==> src/rtl/micro_tlb.sv <==
// +------------------------------------------------------------------------------+
// | micro_tlb : fully associative instruction-fetch micro-TLB in front of one     |
// |             mmu search port. Optional: MICRO_TLB_PERF_EN adds hit/miss counts |
// | Revision  : 1.0                                                               |
// +------------------------------------------------------------------------------+
`default_nettype none

module micro_tlb #(
  parameter int ENTRY_NUM = 4
) (
  input  logic        clk,
  input  logic        rst_n,
  input  logic        req_valid_i,
  input  logic [31:0] req_vaddr_i,
  input  logic        req_dmw0_en_i,
  input  logic        req_dmw1_en_i,
  input  logic        req_trans_en_i,
  output logic        req_ready_o,
  output logic        resp_valid_o,
  output logic [31:0] resp_paddr_o,
  output logic [1:0]  resp_mat_o,
  output logic        resp_found_o,
  output logic        resp_v_o,
  output logic        resp_d_o,
  output logic [1:0]  resp_plv_o,
  output logic        resp_hit_o,
  output logic [31:0] mmu_vaddr_o,
  output logic        mmu_dmw0_en_o,
  output logic        mmu_dmw1_en_o,
  output logic        mmu_trans_en_o,
  input  logic [31:0] mmu_paddr_i,
  input  logic [1:0]  mmu_mat_i,
  input  logic [1:0]  mmu_plv_i,
  input  logic        mmu_found_i,
  input  logic        mmu_v_i,
  input  logic        mmu_d_i,
`ifdef MICRO_TLB_PERF_EN
  output logic [31:0] perf_hit_cnt_o,
  output logic [31:0] perf_miss_cnt_o,
`endif
  input  logic        flush_i
);

  localparam int PTR_W = $clog2(ENTRY_NUM);

  typedef enum logic [0:0] {
    IDLE = 1'b0,
    MISS = 1'b1
  } state_e;

  state_e state_q, state_d;

  logic [ENTRY_NUM-1:0] valid_q, valid_d;
  logic [19:0]          tag_q   [ENTRY_NUM];
  logic [19:0]          tag_d   [ENTRY_NUM];
  logic [19:0]          ppn_q   [ENTRY_NUM];
  logic [19:0]          ppn_d   [ENTRY_NUM];
  logic [1:0]           mat_q   [ENTRY_NUM];
  logic [1:0]           mat_d   [ENTRY_NUM];
  logic [1:0]           plv_q   [ENTRY_NUM];
  logic [1:0]           plv_d   [ENTRY_NUM];
  logic [ENTRY_NUM-1:0] found_q, found_d;
  logic [ENTRY_NUM-1:0] v_q, v_d;
  logic [ENTRY_NUM-1:0] d_q, d_d;

  logic [PTR_W-1:0] ptr_q, ptr_d;
  logic             flush_pend_q, flush_pend_d;

  logic [31:0] lat_vaddr_q, lat_vaddr_d;
  logic        lat_dmw0_q, lat_dmw0_d;
  logic        lat_dmw1_q, lat_dmw1_d;
  logic        lat_trans_q, lat_trans_d;

  logic        resp_valid_q, resp_valid_d;
  logic [31:0] resp_paddr_q, resp_paddr_d;
  logic [1:0]  resp_mat_q, resp_mat_d;
  logic [1:0]  resp_plv_q, resp_plv_d;
  logic        resp_found_q, resp_found_d;
  logic        resp_v_q, resp_v_d;
  logic        resp_d_q, resp_d_d;
  logic        resp_hit_q, resp_hit_d;

`ifdef MICRO_TLB_PERF_EN
  logic [31:0] hit_cnt_q, hit_cnt_d;
  logic [31:0] miss_cnt_q, miss_cnt_d;
`endif

  logic [ENTRY_NUM-1:0] hit_vec;
  logic                 any_hit;
  logic                 accept;
  logic                 serve_hit;
  logic [19:0]          sel_ppn;
  logic [1:0]           sel_mat;
  logic [1:0]           sel_plv;
  logic                 sel_found;
  logic                 sel_v;
  logic                 sel_d;
  logic [PTR_W-1:0]     inv_idx;
  logic                 any_inv;
  logic [PTR_W-1:0]     victim;

  for (genvar i = 0; i < ENTRY_NUM; i++) begin : g_cmp
    assign hit_vec[i] = valid_q[i] && (tag_q[i] == req_vaddr_i[31:12]);
  end

  assign any_hit   = |hit_vec;
  assign accept    = req_valid_i && (state_q == IDLE);
  // A flush in the accept cycle invalidates the entry being hit, so force a miss.
  assign serve_hit = any_hit && !flush_i;

  // Tags are unique, so an OR over the one-hot hit vector selects the entry.
  always_comb begin
    sel_ppn   = '0;
    sel_mat   = '0;
    sel_plv   = '0;
    sel_found = 1'b0;
    sel_v     = 1'b0;
    sel_d     = 1'b0;
    for (int i = 0; i < ENTRY_NUM; i++) begin
      if (hit_vec[i]) begin
        sel_ppn   = sel_ppn | ppn_q[i];
        sel_mat   = sel_mat | mat_q[i];
        sel_plv   = sel_plv | plv_q[i];
        sel_found = sel_found | found_q[i];
        sel_v     = sel_v | v_q[i];
        sel_d     = sel_d | d_q[i];
      end
    end
  end

  always_comb begin
    inv_idx = '0;
    for (int i = ENTRY_NUM - 1; i >= 0; i--) begin
      if (!valid_q[i]) inv_idx = PTR_W'(i);
    end
  end

  assign any_inv = ~&valid_q;
  assign victim  = any_inv ? inv_idx : ptr_q;

  always_comb begin
    state_d      = state_q;
    valid_d      = valid_q;
    tag_d        = tag_q;
    ppn_d        = ppn_q;
    mat_d        = mat_q;
    plv_d        = plv_q;
    found_d      = found_q;
    v_d          = v_q;
    d_d          = d_q;
    ptr_d        = ptr_q;
    flush_pend_d = flush_pend_q;
    lat_vaddr_d  = lat_vaddr_q;
    lat_dmw0_d   = lat_dmw0_q;
    lat_dmw1_d   = lat_dmw1_q;
    lat_trans_d  = lat_trans_q;
    resp_valid_d = 1'b0;
    resp_paddr_d = resp_paddr_q;
    resp_mat_d   = resp_mat_q;
    resp_plv_d   = resp_plv_q;
    resp_found_d = resp_found_q;
    resp_v_d     = resp_v_q;
    resp_d_d     = resp_d_q;
    resp_hit_d   = resp_hit_q;

    case (state_q)
      IDLE: begin
        if (accept) begin
          if (serve_hit) begin
            resp_valid_d = 1'b1;
            resp_paddr_d = {sel_ppn, req_vaddr_i[11:0]};
            resp_mat_d   = sel_mat;
            resp_plv_d   = sel_plv;
            resp_found_d = sel_found;
            resp_v_d     = sel_v;
            resp_d_d     = sel_d;
            resp_hit_d   = 1'b1;
          end else begin
            lat_vaddr_d  = req_vaddr_i;
            lat_dmw0_d   = req_dmw0_en_i;
            lat_dmw1_d   = req_dmw1_en_i;
            lat_trans_d  = req_trans_en_i;
            flush_pend_d = flush_i;
            state_d      = MISS;
          end
        end
      end
      MISS: begin
        resp_valid_d = 1'b1;
        resp_paddr_d = mmu_paddr_i;
        resp_mat_d   = mmu_mat_i;
        resp_plv_d   = mmu_plv_i;
        resp_found_d = mmu_found_i;
        resp_v_d     = mmu_v_i;
        resp_d_d     = mmu_d_i;
        resp_hit_d   = 1'b0;
        flush_pend_d = 1'b0;
        state_d      = IDLE;
        // A result looked up under a stale context must not be cached.
        if (!flush_pend_q && !flush_i) begin
          valid_d[victim] = 1'b1;
          tag_d[victim]   = lat_vaddr_q[31:12];
          ppn_d[victim]   = mmu_paddr_i[31:12];
          mat_d[victim]   = mmu_mat_i;
          plv_d[victim]   = mmu_plv_i;
          found_d[victim] = mmu_found_i;
          v_d[victim]     = mmu_v_i;
          d_d[victim]     = mmu_d_i;
          if (!any_inv) ptr_d = ptr_q + PTR_W'(1);
        end
      end
      default: state_d = IDLE;
    endcase

    if (flush_i) valid_d = '0;
  end

`ifdef MICRO_TLB_PERF_EN
  always_comb begin
    hit_cnt_d  = hit_cnt_q;
    miss_cnt_d = miss_cnt_q;
    if (accept && serve_hit)  hit_cnt_d  = hit_cnt_q + 32'd1;
    if (accept && !serve_hit) miss_cnt_d = miss_cnt_q + 32'd1;
  end

  always_ff @(posedge clk) begin
    if (!rst_n) begin
      hit_cnt_q  <= '0;
      miss_cnt_q <= '0;
    end else begin
      hit_cnt_q  <= hit_cnt_d;
      miss_cnt_q <= miss_cnt_d;
    end
  end

  assign perf_hit_cnt_o  = hit_cnt_q;
  assign perf_miss_cnt_o = miss_cnt_q;
`endif

  always_ff @(posedge clk) begin
    if (!rst_n) begin
      state_q      <= IDLE;
      valid_q      <= '0;
      ptr_q        <= '0;
      flush_pend_q <= 1'b0;
      lat_vaddr_q  <= '0;
      lat_dmw0_q   <= 1'b0;
      lat_dmw1_q   <= 1'b0;
      lat_trans_q  <= 1'b0;
      resp_valid_q <= 1'b0;
      resp_paddr_q <= '0;
      resp_mat_q   <= '0;
      resp_plv_q   <= '0;
      resp_found_q <= 1'b0;
      resp_v_q     <= 1'b0;
      resp_d_q     <= 1'b0;
      resp_hit_q   <= 1'b0;
    end else begin
      state_q      <= state_d;
      valid_q      <= valid_d;
      ptr_q        <= ptr_d;
      flush_pend_q <= flush_pend_d;
      lat_vaddr_q  <= lat_vaddr_d;
      lat_dmw0_q   <= lat_dmw0_d;
      lat_dmw1_q   <= lat_dmw1_d;
      lat_trans_q  <= lat_trans_d;
      resp_valid_q <= resp_valid_d;
      resp_paddr_q <= resp_paddr_d;
      resp_mat_q   <= resp_mat_d;
      resp_plv_q   <= resp_plv_d;
      resp_found_q <= resp_found_d;
      resp_v_q     <= resp_v_d;
      resp_d_q     <= resp_d_d;
      resp_hit_q   <= resp_hit_d;
    end
  end

  // Payload is qualified by valid_q, so it needs no reset.
  always_ff @(posedge clk) begin
    tag_q   <= tag_d;
    ppn_q   <= ppn_d;
    mat_q   <= mat_d;
    plv_q   <= plv_d;
    found_q <= found_d;
    v_q     <= v_d;
    d_q     <= d_d;
  end

  assign req_ready_o    = (state_q == IDLE);
  assign resp_valid_o   = resp_valid_q;
  assign resp_paddr_o   = resp_paddr_q;
  assign resp_mat_o     = resp_mat_q;
  assign resp_plv_o     = resp_plv_q;
  assign resp_found_o   = resp_found_q;
  assign resp_v_o       = resp_v_q;
  assign resp_d_o       = resp_d_q;
  assign resp_hit_o     = resp_hit_q;
  assign mmu_vaddr_o    = lat_vaddr_q;
  assign mmu_dmw0_en_o  = lat_dmw0_q;
  assign mmu_dmw1_en_o  = lat_dmw1_q;
  assign mmu_trans_en_o = lat_trans_q;

endmodule

`default_nettype wire

==> config.mk <==
export PLATFORM = sky130hd
export DESIGN_NAME = micro_tlb
export DESIGN_NICKNAME = d
export VERILOG_FILES = /design/src/rtl/micro_tlb.sv
export SDC_FILE = /design/constraint.sdc
export NUM_CORES = 1
export LEC_CHECK = 0
export ABC_AREA = 1
export BUFFER_PORTS_ARGS = -buffer_cell sky130_fd_sc_hd__buf_2
export CORE_MARGIN = 1.5
export CORE_UTILIZATION = 45
export CTS_CLUSTER_DIAMETER = 200
export CTS_CLUSTER_SIZE = 12
export DETAILED_ROUTE_END_ITERATION = 16
export PLACE_DENSITY_LB_ADDON = 0.08
export SETUP_SLACK_MARGIN = 0.3
export SYNTH_ARGS = -nofsm -noshare
export SYNTH_HDL_FRONTEND = slang
export SYNTH_SLANG_ARGS = --single-unit
==> constraint.sdc <==
create_clock -name clk -period 4.8 [get_ports clk]
set_input_delay 0.72 -clock clk [delete_from_list [all_inputs] [get_ports clk]]
set_output_delay 0.72 -clock clk [all_outputs]
set_load 0.01 [all_outputs]
==> flow_summary.json, run 1 <==
{
  "track_usage_pct": 23.9,
  "synth_edf_count": 188,
  "cts_tree": "yes",
  "relSlewSlack_pct": 39.6,
  "cts_buffers": 26,
  "ys.flop_type": "edfxtp_1",
  "crit_path_end_kind": "output pin",
  "cap_violations": 0,
  "ir_worst_vdd_v": 0.000214,
  "nNetsFinal": 1954,
  "setup_violations": 0,
  "grt_max_degree": 61,
  "start_util_pct": 45.7,
  "wl_um": 35800,
  "ys_types": 27,
  "grt_pass1_wl_um": 56500,
  "synthTopCellsByArea": "edfxtp_1, nand2_1, dfxtp_1, nor2_1, inv_1",
  "die-area_um2": 30300,
  "syn-num-nets": 1808,
  "cts_root_buffer": "clkbuf_16",
  "drive_above_1_share_pct": 12.2,
  "path_clk_slew_ns": 0.06,
  "route.vias.total": 10800,
  "worst_slack_ns": 1.60,
  "overflow": 0,
  "avgRoutedWirePerCell_um": 15.7,
  "power_density_nw_per_um2": 329,
  "yosysWarningCount": 0,
  "p_leak_nw": 7.81,
  "synth-seq-area-share_pct": 55.7,
  "period_share_pct": 66.7,
  "synth_area_um2": 13200,
  "worst_clock_skew_ns": 0.0135,
  "routed_via_density": 4.73,
  "status": "complete, no violations",
  "synthArstFlopShare_pct": 0,
  "drtIter0Drc": 822,
  "critPathLaunchType": "flip-flop",
  "postCtsSetupRepairBufs": 0,
  "cp.arrival_ns": 2.48,
  "clock.fmax_mhz": 312,
  "holdWs_ns": 0.399,
  "avgSynthCellArea_um2": 7.61,
  "slowest_delay_ns": 0.65,
  "die_h_um": 174,
  "power.total_mw": 4.98,
  "die_w_um": 174,
  "finalHoldViolCount": 0,
  "finalSetupTns_ns": 0,
  "hold_path.class": "input port to flip-flop",
  "firstDrtPassIters": 5,
  "cts_htree_levels": 1,
  "cpMaxStageDelayCell": "buf_4",
  "clkSinkCount": 272,
  "yosys.area.top_type": "edfxtp_1",
  "cts_buffer_depth": 3,
  "holdBufCountCts": 0,
  "ios": 155,
  "fin_crit_ns": 3.20,
  "yosys.area.top_type_share_pct": 42.9,
  "antenna_found_initial": 1,
  "rsz0062_at_grt": "no",
  "drtAntennaViolNets": 0,
  "ys_top_cells_by_count": "nand2_1, nor2_1, inv_1, edfxtp_1, dfxtp_1",
  "cts_resized": 0,
  "rows": 62,
  "postSynthCellCount": 1730,
  "crit_type": "flip-flop to output pin",
  "synth.most_common_cell": "nand2_1",
  "crit_top_cell": "buf_4",
  "core_um2": 28800,
  "antennaDiodeCount": 0,
  "path_max_fanout": 60,
  "fin_util_pct": 52.6,
  "gp_congestion": 0.988,
  "r2r_setup_slack_ns": 1.82,
  "worst_ep_required_time_ns": 4.08,
  "post-place-ws_ns": 1.33,
  "area_growth_pct": 15.0,
  "grt_pass1_vias": 10300,
  "clock_latency_ns": 0.56,
  "hpwl_um": 24300,
  "crit_path_cell_trace": "inv_4 > buf_4 > buf_4 > buf_2",
  "drv_slew": 0,
  "tightestPinTransition_ns": 0.905,
  "route.detailed.drc": 0,
  "synth_seq_cells": 272,
  "portBuffers": 154
}
registers in the layout (all words and copies together) (netlist names), 2 cells and up:
signal	flops
mat_q	8
plv_q	8
v_q	4
resp_plv_o	2
tag_q	80
ppn_q	80
resp_paddr_o	32
valid_q	4
resp_mat_o	2
mmu_vaddr_o	32
found_q	4
d_q	4
ptr_q	2
layer usage:
metal | track usage [%] | wire, um | vias to the layer above
met5 | 0 | 7 | -
met4 | 6.25 | 939 | 2
met3 | 2.45 | 1520 | 52
met2 | 41.4 | 17200 | 261
met1 | 32.0 | 16200 | 4949
li1 | - | - | 5510
cell families (layout without fill, tap and decap cells):
logic type             after synthesis  count (layout)  share of synthesized area [%]
AND/OR/NAND/NOR                   1029            1029                           31.2
buffers and inverters              387             553                           11.4
flip-flops                         272             272                           55.7
AO/OA/AOI/OAI                       36              36                           1.39
XOR/XNOR                             6               6                          0.399
worst max-delay path: cells and delay by family, from the launching register on:
| kind | cells | cell delay, ns |
|---|---|---|
| buf+inv | 4 | 1.57 |
| flops | 1 | 0.33 |
through the flow:
| stage | cells | cell area (um2) |
|---|---|---|
| 4_1_cts | 2280 | 15100 |
| 3_3_place_gp | 2232 | 14400 |
| 2_1_floorplan | 1730 | 13200 |
| 3_5_place_dp | 2232 | 14400 |
| 6_report | 2280 | 15100 |
| 5_1_grt | 2280 | 15100 |
path summary, 6_finish.rpt:
| check | from | end | cells after the start |
|---|---|---|---|
| max | state_q | req_ready_o | 4 |
| max reg2reg | tag_q[75] | mmu_vaddr_o[13] | 16 |
| min | mmu_found_i | found_q[3] | 1 |
| min reg2reg | resp_hit_o | resp_hit_o | 2 |
cell type report:
cell class	count	area (um2)
fillers	2780	13600
flip-flops and latches	272	7330
multi-input cells	1071	4370
inverters	336	1260
repair buffers	169	908
clock buffers	47	751
well taps	384	480
clock inverters	1	30.0
cells in the final DEF, fill, tap and decap left out, types with 20 or more instances in the layout:
| cell type | Yosys | layout |
|---|---|---|
| nand2_1 | 538 | 538 |
| nor2_1 | 393 | 392 |
| inv_1 | 319 | 317 |
| edfxtp_1 | 188 | 188 |
| buf_2 | 7 | 154 |
| dfxtp_1 | 84 | 84 |
| nand3_1 | 40 | 40 |
| nand4_1 | 38 | 38 |
| clkbuf_16 | 0 | 27 |
| clkbuf_1 | 25 | 20 |
power by group:
| group | switching [mW] | total [mW] | internal [mW] |
|---|---|---|---|
| clock | 0.875 | 1.93 | 1.06 |
| combinational | 0.289 | 0.437 | 0.148 |
| sequential | 0.0408 | 2.61 | 2.57 |
| total | 1.21 | 4.98 | 3.77 |
(Power assumes the default switching activity.)
==> inputs of run 2 (changes only) <==
==> constraint.sdc (replaced) <==
create_clock -name clk -period 2.95 [get_ports clk]
set_input_delay 0.4425 -clock clk [delete_from_list [all_inputs] [get_ports clk]]
set_output_delay 0.4425 -clock clk [all_outputs]
set_load 0.01 [all_outputs]
==> run 2 against run 1 <==
- sequential share of layout area down 0.20 points
- clock power up 63%
- cell count up 0.22%
- global-route usage up 0.47 points
- sequential power up 63%
- core utilization up 0.22 points
- worst setup slack worse by 0.97 ns
- first-iteration DRC count down 2.9%
- count of clock-buffer cells in the layout unchanged
- register-to-register slack worse by 1.2 ns
- clock skew about the same
==> flow_summary.json, run 2 (synthesized netlist as in run 1, its figures left out) <==
{
  "clkSinkCount": 272,
  "route.detailed.drc": 0,
  "wl_met2_um": 17600,
  "crit_path_end_kind": "flip-flop",
  "hold_path.class": "input port to flip-flop",
  "cts_htree_levels": 1,
  "overflow": 0,
  "slowest_delay_ns": 0.43,
  "worst_clock_skew_ns": 0.0140,
  "worst_ep_required_time_ns": 3.40,
  "rsz0062_at_grt": "no",
  "setup_violations": 0,
  "drive_above_1_share_pct": 12.4,
  "ios": 155,
  "holdBufCountCts": 0,
  "highest_layer": "met5",
  "status": "complete, no violations",
  "nNetsFinal": 1959,
  "finalHoldViolCount": 0,
  "drv_slew": 0,
  "worst_slack_ns": 0.626,
  "routed_via_density": 4.74,
  "top_regs": "ppn_q: 80 flops, tag_q: 80 flops",
  "hpwl_um": 24400,
  "grt_pass1_vias": 10200,
  "crit_path_cell_trace": "xnor2_1 > nand3_1 > nor2_1 > nand3_2 > nand2_1 > inv_2 > nand2_4 > nand2_4 > nand3_4 > nand2_1 > inv_1 > nor2_1",
  "track_usage_pct": 24.4,
  "cap_violations": 0,
  "fin_util_pct": 52.8,
  "dpl-instance-area_um2": 14400,
  "grt_max_degree": 119,
  "wl_um": 36600,
  "final_cell_mix": "nand2_1, nor2_1, inv_1",
  "portBuffers": 154,
  "cts_root_buffer": "clkbuf_16",
  "antennaDiodeCount": 0,
  "route.vias.total": 10800,
  "wl_met3_um": 1730,
  "dpl.cell_count": 2237,
  "cp.arrival_ns": 2.77,
  "path_max_fanout": 36,
  "cts_buffers": 26,
  "cts_resized": 0,
  "tightestPinTransition_ns": 0.661,
  "die-area_um2": 30300,
  "multi_input_area_um2": 4370,
  "relSlewSlack_pct": 55.9,
  "die_w_um": 174,
  "period_share_pct": 78.8,
  "p_leak_nw": 7.85,
  "regArea_um2": 7330,
  "met1_length_um": 16300,
  "post-place-ws_ns": 0.364,
  "gp_congestion": 0.989,
  "finalSetupTns_ns": 0,
  "antenna_found_initial": 1,
  "fill_cells": 2795,
  "final-instance-count-excl-fill": 2285,
  "postCtsSetupRepairBufs": 0,
  "cts_buffer_depth": 3,
  "core_um2": 28800,
  "die_h_um": 174,
  "final_common_cell": "nand2_1",
  "ir_worst_vdd_v": 0.000361,
  "design_area_um2": 15200,
  "rows": 62,
  "fin_crit_ns": 2.32,
  "drtIter0Drc": 798,
  "start_util_pct": 45.7,
  "grt_pass1_wl_um": 57300,
  "area_growth_pct": 15.4,
  "clock_latency_ns": 0.55,
  "path_clk_slew_ns": 0.06,
  "critPathLaunchType": "flip-flop",
  "cpMaxStageDelayCell": "edfxtp_1",
  "firstDrtPassIters": 5,
  "cts_tree": "yes",
  "avgRoutedWirePerCell_um": 16.0,
  "clock.fmax_mhz": 430,
  "crit_type": "flip-flop to flip-flop",
  "drtAntennaViolNets": 0,
  "power_density_nw_per_um2": 534
}
## run 2: stage by stage
stage	total power, mW	hold WS (ns)
2_1_floorplan	4.73	0.438
3_3_place_gp	5.04	0.441
3_5_place_dp	5.05	0.449
4_1_cts	8.20	0.0983
5_1_grt	8.43	0.111
6_report	8.11	0.123
## run 2: critical path: cells and delay by family, from the launching register on
| family | cells | cell delay (ns) |
|---|---|---|
| XOR/XNOR | 1 | 0.36 |
| buffers and inverters | 2 | 0.11 |
| flip-flops | 1 | 0.43 |
| AND/OR/NAND/NOR | 9 | 1.28 |
## run 2: power breakdown
part | internal, mW | total [mW] | switching, mW
logic | 0.241 | 0.712 | 0.471
clock network | 1.72 | 3.15 | 1.43
registers | 4.18 | 4.25 | 0.0695
total | 6.14 | 8.11 | 1.97
## run 2: area by class of cell
type	count	area share, %
Clock buffer	47	4.94
Multi-Input combinational cell	1071	28.8
Tap cell	384	3.16
Sequential cell	272	48.2
Timing Repair Buffer	174	6.39
Inverter	336	8.32
Clock inverter	1	0.198
## run 2: path summary, 6_finish.rpt
| path | startpoint | to | slack [ns] | depth (start not counted) |
|---|---|---|---|---|
| worst max-delay path | tag_q[49] | mmu_vaddr_o[29] | 0.63 | 12 |
| worst max register to register | tag_q[49] | mmu_vaddr_o[29] | 0.63 | 12 |
| worst min register to register | resp_hit_o | resp_hit_o | 0.45 | 2 |
| worst min-delay path | mmu_paddr_i[27] | ppn_q[55] | 0.12 | 1 |
## run 2: routing by layer
| metal | track usage (%) | vias to the layer above |
|---|---|---|
| met4 | 6.97 | 2 |
| met2 | 42.2 | 263 |
| met3 | 3.24 | 62 |
| li1 | - | 5514 |
| met5 | 0 | - |
| met1 | 32.0 | 4995 |
